## src/rtl/vector_adder.sv

```systemverilog
// -----------------------------------------------------------------------------
// vector_adder
//
// Joins two independent operand streams (A and B), each behind a one-entry
// buffer, and produces a registered lane-wise sum or difference with per-lane
// carry/borrow flags on a valid/ready output stream.
//
// Parameters
//   ADDER_BITS : width of each lane in bits (>= 2)
//   LANES      : number of independent lanes packed in each data bus (>= 1)
//
// Ports
//   clock    in   single clock, all logic on posedge
//   reset    in   synchronous, active-low reset
//   a_valid  in   A operand valid
//   a_ready  out  A operand accepted when a_valid && a_ready
//   a_data   in   A operand, lane i = bits [i*ADDER_BITS +: ADDER_BITS]
//   b_valid  in   B operand valid
//   b_ready  out  B operand accepted when b_valid && b_ready
//   b_data   in   B operand, same packing as a_data
//   b_sub    in   qualified by b_valid; 1 = A-B, 0 = A+B
//   c_valid  out  result valid
//   c_ready  in   sink ready; result consumed when c_valid && c_ready
//   c_data   out  lane-wise result, same packing
//   c_carry  out  per lane carry-out (add) or borrow (sub, a < b unsigned)
//
// Build option
//   ADDER_SAT_EN : when defined, lanes saturate (add with carry -> all-ones,
//                  sub with borrow -> zero). c_carry still reports the raw
//                  carry/borrow. Handshake and latency are identical in both
//                  builds; the default build (macro undefined) wraps around.
// -----------------------------------------------------------------------------
module vector_adder #(
    parameter int ADDER_BITS = 8,
    parameter int LANES      = 4
) (
    input  logic                          clock,
    input  logic                          reset,
    input  logic                          a_valid,
    output logic                          a_ready,
    input  logic [LANES*ADDER_BITS-1:0]   a_data,
    input  logic                          b_valid,
    output logic                          b_ready,
    input  logic [LANES*ADDER_BITS-1:0]   b_data,
    input  logic                          b_sub,
    output logic                          c_valid,
    input  logic                          c_ready,
    output logic [LANES*ADDER_BITS-1:0]   c_data,
    output logic [LANES-1:0]              c_carry
);

    localparam int BUS_W = LANES * ADDER_BITS;

    // One lane of arithmetic on zero-extended operands. The extra top bit is
    // the carry for an add; for a subtract it is the sign of the exact
    // difference, i.e. set exactly when a < b (the borrow).
    function automatic logic [ADDER_BITS:0] lane_arith(
        input logic [ADDER_BITS-1:0] a,
        input logic [ADDER_BITS-1:0] b,
        input logic                  sub
    );
        logic [ADDER_BITS:0] ext_a;
        logic [ADDER_BITS:0] ext_b;
        ext_a = {1'b0, a};
        ext_b = {1'b0, b};
        return sub ? (ext_a - ext_b) : (ext_a + ext_b);
    endfunction

`ifdef ADDER_SAT_EN
    // Clamp an overflowed lane: adds pin to all-ones, subtracts pin to zero.
    function automatic logic [ADDER_BITS-1:0] lane_saturate(
        input logic [ADDER_BITS-1:0] raw,
        input logic                  flag,
        input logic                  sub
    );
        if (!flag) begin
            return raw;
        end
        return sub ? '0 : '1;
    endfunction
`endif

    // Operand buffers
    logic              a_full_q, a_full_d;
    logic [BUS_W-1:0]  a_data_q, a_data_d;
    logic              b_full_q, b_full_d;
    logic [BUS_W-1:0]  b_data_q, b_data_d;
    logic              b_sub_q,  b_sub_d;

    // Output register
    logic              c_valid_q, c_valid_d;
    logic [BUS_W-1:0]  c_data_q,  c_data_d;
    logic [LANES-1:0]  c_carry_q, c_carry_d;

    // Combinational result of the buffered pair
    logic [BUS_W-1:0]  result_data;
    logic [LANES-1:0]  result_carry;

    logic              fire;
    logic              a_hs;
    logic              b_hs;

    always_comb begin
        logic [ADDER_BITS:0] lane_res;
        lane_res     = '0;
        result_data  = '0;
        result_carry = '0;
        for (int i = 0; i < LANES; i++) begin
            lane_res = lane_arith(a_data_q[i*ADDER_BITS +: ADDER_BITS],
                                  b_data_q[i*ADDER_BITS +: ADDER_BITS],
                                  b_sub_q);
            result_carry[i] = lane_res[ADDER_BITS];
`ifdef ADDER_SAT_EN
            result_data[i*ADDER_BITS +: ADDER_BITS] =
                lane_saturate(lane_res[ADDER_BITS-1:0], lane_res[ADDER_BITS], b_sub_q);
`else
            result_data[i*ADDER_BITS +: ADDER_BITS] = lane_res[ADDER_BITS-1:0];
`endif
        end
    end

    // Handshake and next-state logic. A buffer can take a new operand in the
    // same cycle it hands its current one to the output register, so ready
    // depends combinationally on c_ready through fire.
    always_comb begin
        fire    = a_full_q && b_full_q && (!c_valid_q || c_ready);
        a_ready = !a_full_q || fire;
        b_ready = !b_full_q || fire;
        a_hs    = a_valid && a_ready;
        b_hs    = b_valid && b_ready;

        a_full_d  = a_full_q;
        a_data_d  = a_data_q;
        b_full_d  = b_full_q;
        b_data_d  = b_data_q;
        b_sub_d   = b_sub_q;
        c_valid_d = c_valid_q;
        c_data_d  = c_data_q;
        c_carry_d = c_carry_q;

        if (fire) begin
            a_full_d = 1'b0;
            b_full_d = 1'b0;
        end
        // A same-cycle capture overrides the clear from fire.
        if (a_hs) begin
            a_full_d = 1'b1;
            a_data_d = a_data;
        end
        if (b_hs) begin
            b_full_d = 1'b1;
            b_data_d = b_data;
            b_sub_d  = b_sub;
        end

        if (fire) begin
            c_valid_d = 1'b1;
            c_data_d  = result_data;
            c_carry_d = result_carry;
        end else if (c_valid_q && c_ready) begin
            c_valid_d = 1'b0;
        end
    end

    // Register stage: operand buffers and output register
    always_ff @(posedge clock) begin
        if (!reset) begin
            a_full_q  <= 1'b0;
            a_data_q  <= '0;
            b_full_q  <= 1'b0;
            b_data_q  <= '0;
            b_sub_q   <= 1'b0;
            c_valid_q <= 1'b0;
            c_data_q  <= '0;
            c_carry_q <= '0;
        end else begin
            a_full_q  <= a_full_d;
            a_data_q  <= a_data_d;
            b_full_q  <= b_full_d;
            b_data_q  <= b_data_d;
            b_sub_q   <= b_sub_d;
            c_valid_q <= c_valid_d;
            c_data_q  <= c_data_d;
            c_carry_q <= c_carry_d;
        end
    end

    assign c_valid = c_valid_q;
    assign c_data  = c_data_q;
    assign c_carry = c_carry_q;

endmodule

```

## config.mk

```make
export PLATFORM = sky130hd
export DESIGN_NAME = vector_adder
export DESIGN_NICKNAME = d
export VERILOG_FILES = /design/src/rtl/vector_adder.sv
export SDC_FILE = /design/constraint.sdc
export NUM_CORES = 1
export LEC_CHECK = 0
export BUFFER_PORTS_ARGS = -buffer_cell sky130_fd_sc_hd__buf_2
export CAP_MARGIN = 20
export CORE_ASPECT_RATIO = 0.75
export CORE_MARGIN = 5
export CORE_UTILIZATION = 35
export DETAILED_ROUTE_END_ITERATION = 8
export HOLD_SLACK_MARGIN = 0.03
export SYNTH_ARGS = -nofsm -noshare
export SYNTH_HDL_FRONTEND = slang
export SYNTH_SLANG_ARGS = --single-unit
```

## constraint.sdc

```tcl
create_clock -name clock -period 6.3 [get_ports clock]
set_input_delay 0 -clock clock [delete_from_list [all_inputs] [get_ports clock]]
set_output_delay 0 -clock clock [all_outputs]
set_load 0.05 [all_outputs]
```

==> results of run 1 <==
[worst max-delay path, stage by stage (launching register included)]
cell and delay (ns):
dfxtp_1 0.72, buf_4 0.35, mux2_2 0.39, inv_1 0.06, ha_1 0.21, nor2b_1 0.14
o31a_1 0.31, o41ai_2 0.29, mux2i_1 0.13, a31o_1 0.19
[per-stage QoR]
stage,util [%],hold WS (ns),instance area [sq um]
after floorplan,-,0.135,5930
after global placement,39.4,0.243,6590
after detailed placement,39.4,0.248,6590
after CTS,45.5,0.126,7600
after global routing,45.5,0.166,7600
final,45.5,0.132,7600
[Yosys cell counts (6+ instances only)]
cell type,number,area share (%)
nand2_1,146,9.2
dfxtp_1,104,35
a21boi_1,40,5.1
nor2_1,39,2.5
ha_1,36,7.6
a21boi_0,30,3.8
a21oi_1,29,2.4
inv_1,26,1.6
xnor2_1,24,3.5
o21ai_0,22,1.9
nand3_1,17,1.4
nor2b_1,15,1.6
clkbuf_1,14,0.89
nand2b_1,14,1.5
buf_2,13,1.1
a31oi_1,8,0.84
mux2_2,8,1.5
nand3b_1,8,1.0
nor3_1,8,0.68
o211a_1,8,1.4
o211ai_1,8,1.0
xor2_1,8,1.2
a21o_1,7,0.89
buf_4,7,0.89
o21a_1,6,0.76
[cells by family after synthesis]
group / count (synthesis)
flops: 104
xor+xnor: 32
mux: 12
compound gates: 186
buf+inv: 64
simple gates: 270
fa+ha+maj: 40
[repair_timing]
item	CTS	global route
endpoints found under the hold margin	68	0
hold buffers	68	0
buffers inserted	0	0
[report_power, final]
part / total [W] / internal [W] / leakage (nW) / switching (W)
logic: 0.000583 / 0.000258 / 2.27 / 0.000325
clock network: 0.000640 / 0.000386 / 0.158 / 0.000254
registers: 0.000739 / 0.000700 / 0.851 / 0.0000395
[per-layer routing]
layer	global-route usage, %	up-vias	share of wire, %
met2	26.8	119	43
met3	3.59	11	5.3
met5	0	-	0
met1	22.6	2415	50
met4	3.01	0	0.93
li1	-	2747	-
[how the worst min path moves through the flow]
| stage | start | end |
|---|---|---|
| global placement | a_data[16] | a_data_q[16]$_SDFFE_PN0P_ |
| floorplan | a_data[16] | a_data_q[16]$_SDFFE_PN0P_ |
| global route | reset | c_data[24]$_SDFFE_PN0P_ |
| detailed placement | b_data[3] | b_data_q[3]$_SDFFE_PN0P_ |
| CTS | reset | c_data[24]$_SDFFE_PN0P_ |
| finish | reset | c_data[17]$_SDFFE_PN0P_ |
[sequential cells by signal, summed over array words and instances (netlist names)]
name      flops
c_data       32
b_sub_q       1
b_full_q      1
b_data_q     32
a_full_q      1
c_carry       4
a_data_q     32
c_valid       1
[layout by cell type, fill, tap and decap left out, types with 15 or more instances in the layout]
cell,count
a21boi_0,30
a21boi_1,40
a21oi_1,29
buf_2,107
dfxtp_1,104
dlygate4sd3_1,68
ha_1,36
inv_1,26
nand2_1,146
nand3_1,16
nor2_1,39
nor2b_1,15
o21ai_0,22
xnor2_1,24
[area by class of cell]
class	instances	area [sq um]	share of cell area (%)
tap	215	269	3.54
clock buffer	9	225	2.96
sequential	104	2080	27.4
clock inverter	5	106	1.40
multi-input combinational	540	3580	47.0
inverter	26	97.6	1.28
timing repair buffer	179	1250	16.4
==> flow_summary_export.csv, run 1 <==
group,metric,value,unit
synth,syn_inst,708,
clocking,cts.repair.resized,0,
critical_path,r2r-end,"c_data[15]$_SDFFE_PN0P_",
synth,synthAdderAreaFrac,8.95,%
synth,synth_compound_area_share,22.7,%
clocking,root_buffer,"clkbuf_16",
routing,wl,15.5,mm
clocking,clockBufferDepth,2,
synth,ys.flop_type,"dfxtp_1",
clocking,clk_latency,0.35,ns
clocking,cts_max_level,3,
power,total_power,0.00196,W
floorplanning,initial_core_util,35.4,%
timing,tightestPinTransition,1.06,ns
floorplanning,die_h,123,um
placed_design,dp_hpwl,10.7,mm
global_routing,antenna_found_initial,0,
synth,netlist_area,0.00593,sq mm
synth,muxShareOfSynthArea,2.20,%
synth,ys_seq_area_share,35.1,%
layout,drive_above_1_share,17.0,%
timing,fin_crit,2.89,ns
timing,rsz0062_at_grt,"no",
timing,setup_viol,0,
clocking,cts_buffers,9,
floorplanning,num_rows,41,
timing,timing.fmax,345,MHz
critical_path,criticalPathCategory,"reg -> reg",
synth,synth_xor_area_share,4.73,%
layout,fin_nets,970,
routing,wl_per_cell,14.4,um
critical_path,cp_max_fo,17,
synth,synthSimpleGateAreaFrac,21.4,%
timing,maxSlewHeadroom,28.9,%
synth,synth-edff-count,0,
clocking,clock-sinks,104,
critical_path,endpoint_kind,"register",
layout,fin_cells,1078,
global_routing,grtUsageTotal,16.4,%
routing,dr.first_iter.drc_count,236,
timing,finalCritPeriodShare,45.9,%
synth,synth-seq-cells,104,
synth,async_reset_ff_share,0,%
floorplanning,io_pins,109,
clocking,cts_tree,"yes",
global_routing,grt_overflow_total,0,
critical_path,worst-r2r-cell-count,9,
floorplanning,core_region_area,0.0167,sq mm
critical_path,r2r_start,"b_sub_q$_SDFFE_PN0P_",
global_routing,grt_pass1_wl,26.3,mm
layout,fill_cells,1666,
placed_design,port_buffers,108,
timing,slew_violations,0,
clocking,clkTransAtPathRegs,0.07,ns
power,p_leak,3.28,nW
synth,synth_cell_types,48,
routing,final_antenna_net_count,0,
hold_path,hold_path_class,"in -> reg",
routing,via_per_inst,4.91,
power,power.density,258,mW/mm^2
critical_path,reg2reg_slack,3.41,ns
floorplanning,die_w,160,um
critical_path,arrival,3.13,ns
synth,yosysWarningCount,0,
placed_design,pre_cts_slack,3.40,ns
critical_path,start_kind,"register",
layout,syn_to_final_growth,28.2,%
synth,syn_area_per_cell,8.37,sq um
placed_design,place_congestion,0.785,
synth,syn_nets,818,
power,ir_worst_vdd,126,uV
status,outcome,"completed",
timing,fin_skew,0.00742,ns
critical_path,crit_start,"b_sub_q$_SDFFE_PN0P_",
critical_path,cp-endpoint,"c_data[15]$_SDFFE_PN0P_",
routing,vias,5292,
layout,diodes,0,
synth,synth_top_family_by_area,"compound AO/OA/AOI/OAI gates",
hold_path,min_path_cells,2,
routing,dr.pass1.iters,5,
critical_path,crit_required,6.53,ns
job,cap_viol_max_count,0,
timing,hold_viol_final,0,
global_routing,grt_pass1_vias,5249,
timing,fin_ws,3.41,ns
placed_design,numPlacedInstances,996,
routing,drcViolationCount,0,
global_routing,grt_max_degree,78,
floorplanning,die_area,0.0197,sq mm
timing,fin_tns_setup,0,ns
Note: power is estimated with default switching activity, not from simulation.
==> run 2: changes to the inputs <==
clock period = 2.5 ns   (was 6.3 ns; I/O delays follow)
==> run 2 against run 1 <==
Critical path depth rose by 1. Cell count is 3.5% higher. Sequential cell count unchanged. Clock skew shrank 0.0010 ns. Combinational power rose to 2.8 times the previous value. Via count increased by 0.51%. Sequential share of layout area is 1.2 points lower. First-iteration DRC count down 14%. Global-route usage is 0.65 points lower. Largest power group unchanged.
==> flow_summary_export.csv, run 2 (synthesis results as in run 1) <==
group,metric,value,unit
status,outcome,"completed",
timing,fin_skew,0.00640,ns
timing,fin_crit,2.41,ns
hold_path,hold_path_class,"in -> reg",
floorplanning,core_region_area,0.0167,sq mm
clocking,clock-sinks,104,
critical_path,arrival,2.65,ns
timing,timing.hold.ws,0.0998,ns
layout,syn_to_final_growth,35.6,%
power,comb_power_share,32.9,%
power,p_seq_share,37.6,%
clocking,cts_tree,"yes",
global_routing,grt_overflow_total,0,
power,power.density,612,mW/mm^2
timing,rsz0062_at_grt,"yes",
placed_design,dp_hpwl,10.9,mm
clocking,clkTransAtPathRegs,0.07,ns
floorplanning,die_h,123,um
critical_path,endpoint_kind,"register",
power,ir_worst_vdd,322,uV
layout,diodes,0,
critical_path,crit_required,2.74,ns
power,p_switching,0.00157,W
clocking,clockBufferDepth,2,
layout,drive_above_1_share,23.9,%
timing,hold_viol_final,0,
layout,layout_common_cells,"146 x nand2_1, 107 x buf_2, 96 x dfxtp_1",
floorplanning,die_w,160,um
routing,dr.first_iter.drc_count,202,
critical_path,start_kind,"register",
floorplanning,io_pins,109,
clocking,root_buffer,"clkbuf_16",
critical_path,crit_chain,"inv_2, ha_4, mux2_4, inv_2, ha_1, nor2b_4, o31a_1, o41ai_2, mux2i_1, a31o_1",
clocking,cts_max_level,3,
power,p_int,0.00335,W
global_routing,grt_pass1_vias,4946,
critical_path,cp_max_fo,4,
floorplanning,initial_core_util,35.4,%
critical_path,cpMostUsedCell,"inv_2",
routing,drcViolationCount,0,
routing,wl_per_cell,13.8,um
global_routing,antenna_found_initial,0,
layout,final_common_cell,"nand2_1",
global_routing,grt_pass1_wl,25.2,mm
global_routing,grtUsageTotal,15.7,%
clocking,clk_latency,0.34,ns
floorplanning,num_rows,41,
placed_design,port_buffers,108,
critical_path,crit_path_top_delay_cell,"dfxtp_4",
layout,fin_nets,1006,
global_routing,grt_max_degree,43,
routing,final_antenna_net_count,0,
floorplanning,die_area,0.0197,sq mm
placed_design,place_congestion,0.845,
timing,timing.fmax,415,MHz
timing,tightestPinTransition,0.437,ns
routing,dr.pass1.iters,4,
clocking,cts_buffers,9,
timing,finalCritPeriodShare,96.4,%
timing,slew_violations,0,
timing,maxSlewHeadroom,70.9,%
routing,via_per_inst,4.77,
routing,wl,15.4,mm
critical_path,critical_path.max_stage_delay,0.36,ns
critical_path,path_delay_family,"compound AO/OA/AOI/OAI gates",
critical_path,crit_buf_inv,2,
power,total_power,0.00492,W
routing,vias,5319,
critical_path,criticalPathCategory,"reg -> reg",
power,switching_share,31.9,%
job,cap_viol_max_count,0,
power,pwr-share-clk,29.5,%
power,p_leak,3.54,nW
timing,setup_viol,0,
run 2: cell count changes in the layout (fill, tap and decap cells not counted), moves of 6 or more:
cell     delta
inv_1       -7
inv_2       +6
buf_4      +33
dfxtp_1     -8
run 2: worst paths after layout:
kind / startpoint / end / slack, ns / cells past startpoint
max: b_data_q[1]$_SDFFE_PN0P_ / c_data[7]$_SDFFE_PN0P_ / 0.09 / 10
min: reset / c_data[16]$_SDFFE_PN0P_ / 0.1 / 2
max reg2reg: b_data_q[1]$_SDFFE_PN0P_ / c_data[7]$_SDFFE_PN0P_ / 0.09 / 10
min reg2reg: c_data[2]$_SDFFE_PN0P_ / c_data[2]$_SDFFE_PN0P_ / 0.45 / 2
run 2: repair_timing:
| item | 4_1_cts | 5_1_grt |
|---|---|---|
| pin swaps | 0 | 14 |
| resized for setup | 1 | 48 |
| hold buffers | 68 | 0 |
| endpoints found under the setup margin | 1 | 11 |
| endpoints found under the hold margin | 68 | 0 |
| setup buffers | 0 | 6 |
run 2: routing by layer:
metal / GRT usage [%] / vias to the layer above / routed length [um]
li1: - / 2814 / -
met1: 22.3 / 2406 / 8040
met2: 25.2 / 92 / 6670
met3: 3.59 / 7 / 668
met4: 2.26 / 0 / 71
met5: 0 / - / 0
run 2: power groups by stage:
stage | Clock, W | Sequential [W] | Combinational [W]
floorplan | 0 | 0.00202 | 0.000946
global route | 0.00155 | 0.00186 | 0.00180
CTS | 0.00150 | 0.00185 | 0.00155
global placement | 0 | 0.00188 | 0.00145
detailed placement | 0 | 0.00188 | 0.00146
finish | 0.00145 | 0.00185 | 0.00162
run 2: cell type report:
cell class	instances	area [sq um]
fill	1642	8690
multi-input combinational	540	3720
sequential	104	2100
timing repair buffer	215	1550
tap	215	269
clock buffer	13	260
inverter	26	100
clock inverter	3	40.0
run 2: per-stage QoR:
stage | setup slack (ns) | setup TNS [ns] | cells | util, % | cell area, sq um
5_1_grt | -0.0342 | -0.0582 | 1116 | 48.1 | 8040
3_3_place_gp | 0.0585 | 0 | 1026 | 40.9 | 6830
4_1_cts | 0.0218 | 0 | 1110 | 46.8 | 7820
6_report | 0.0899 | 0 | 1116 | 48.1 | 8040
2_1_floorplan | 0.0521 | 0 | 708 | - | 5930
3_5_place_dp | 0.00458 | 0 | 1026 | 40.9 | 6830
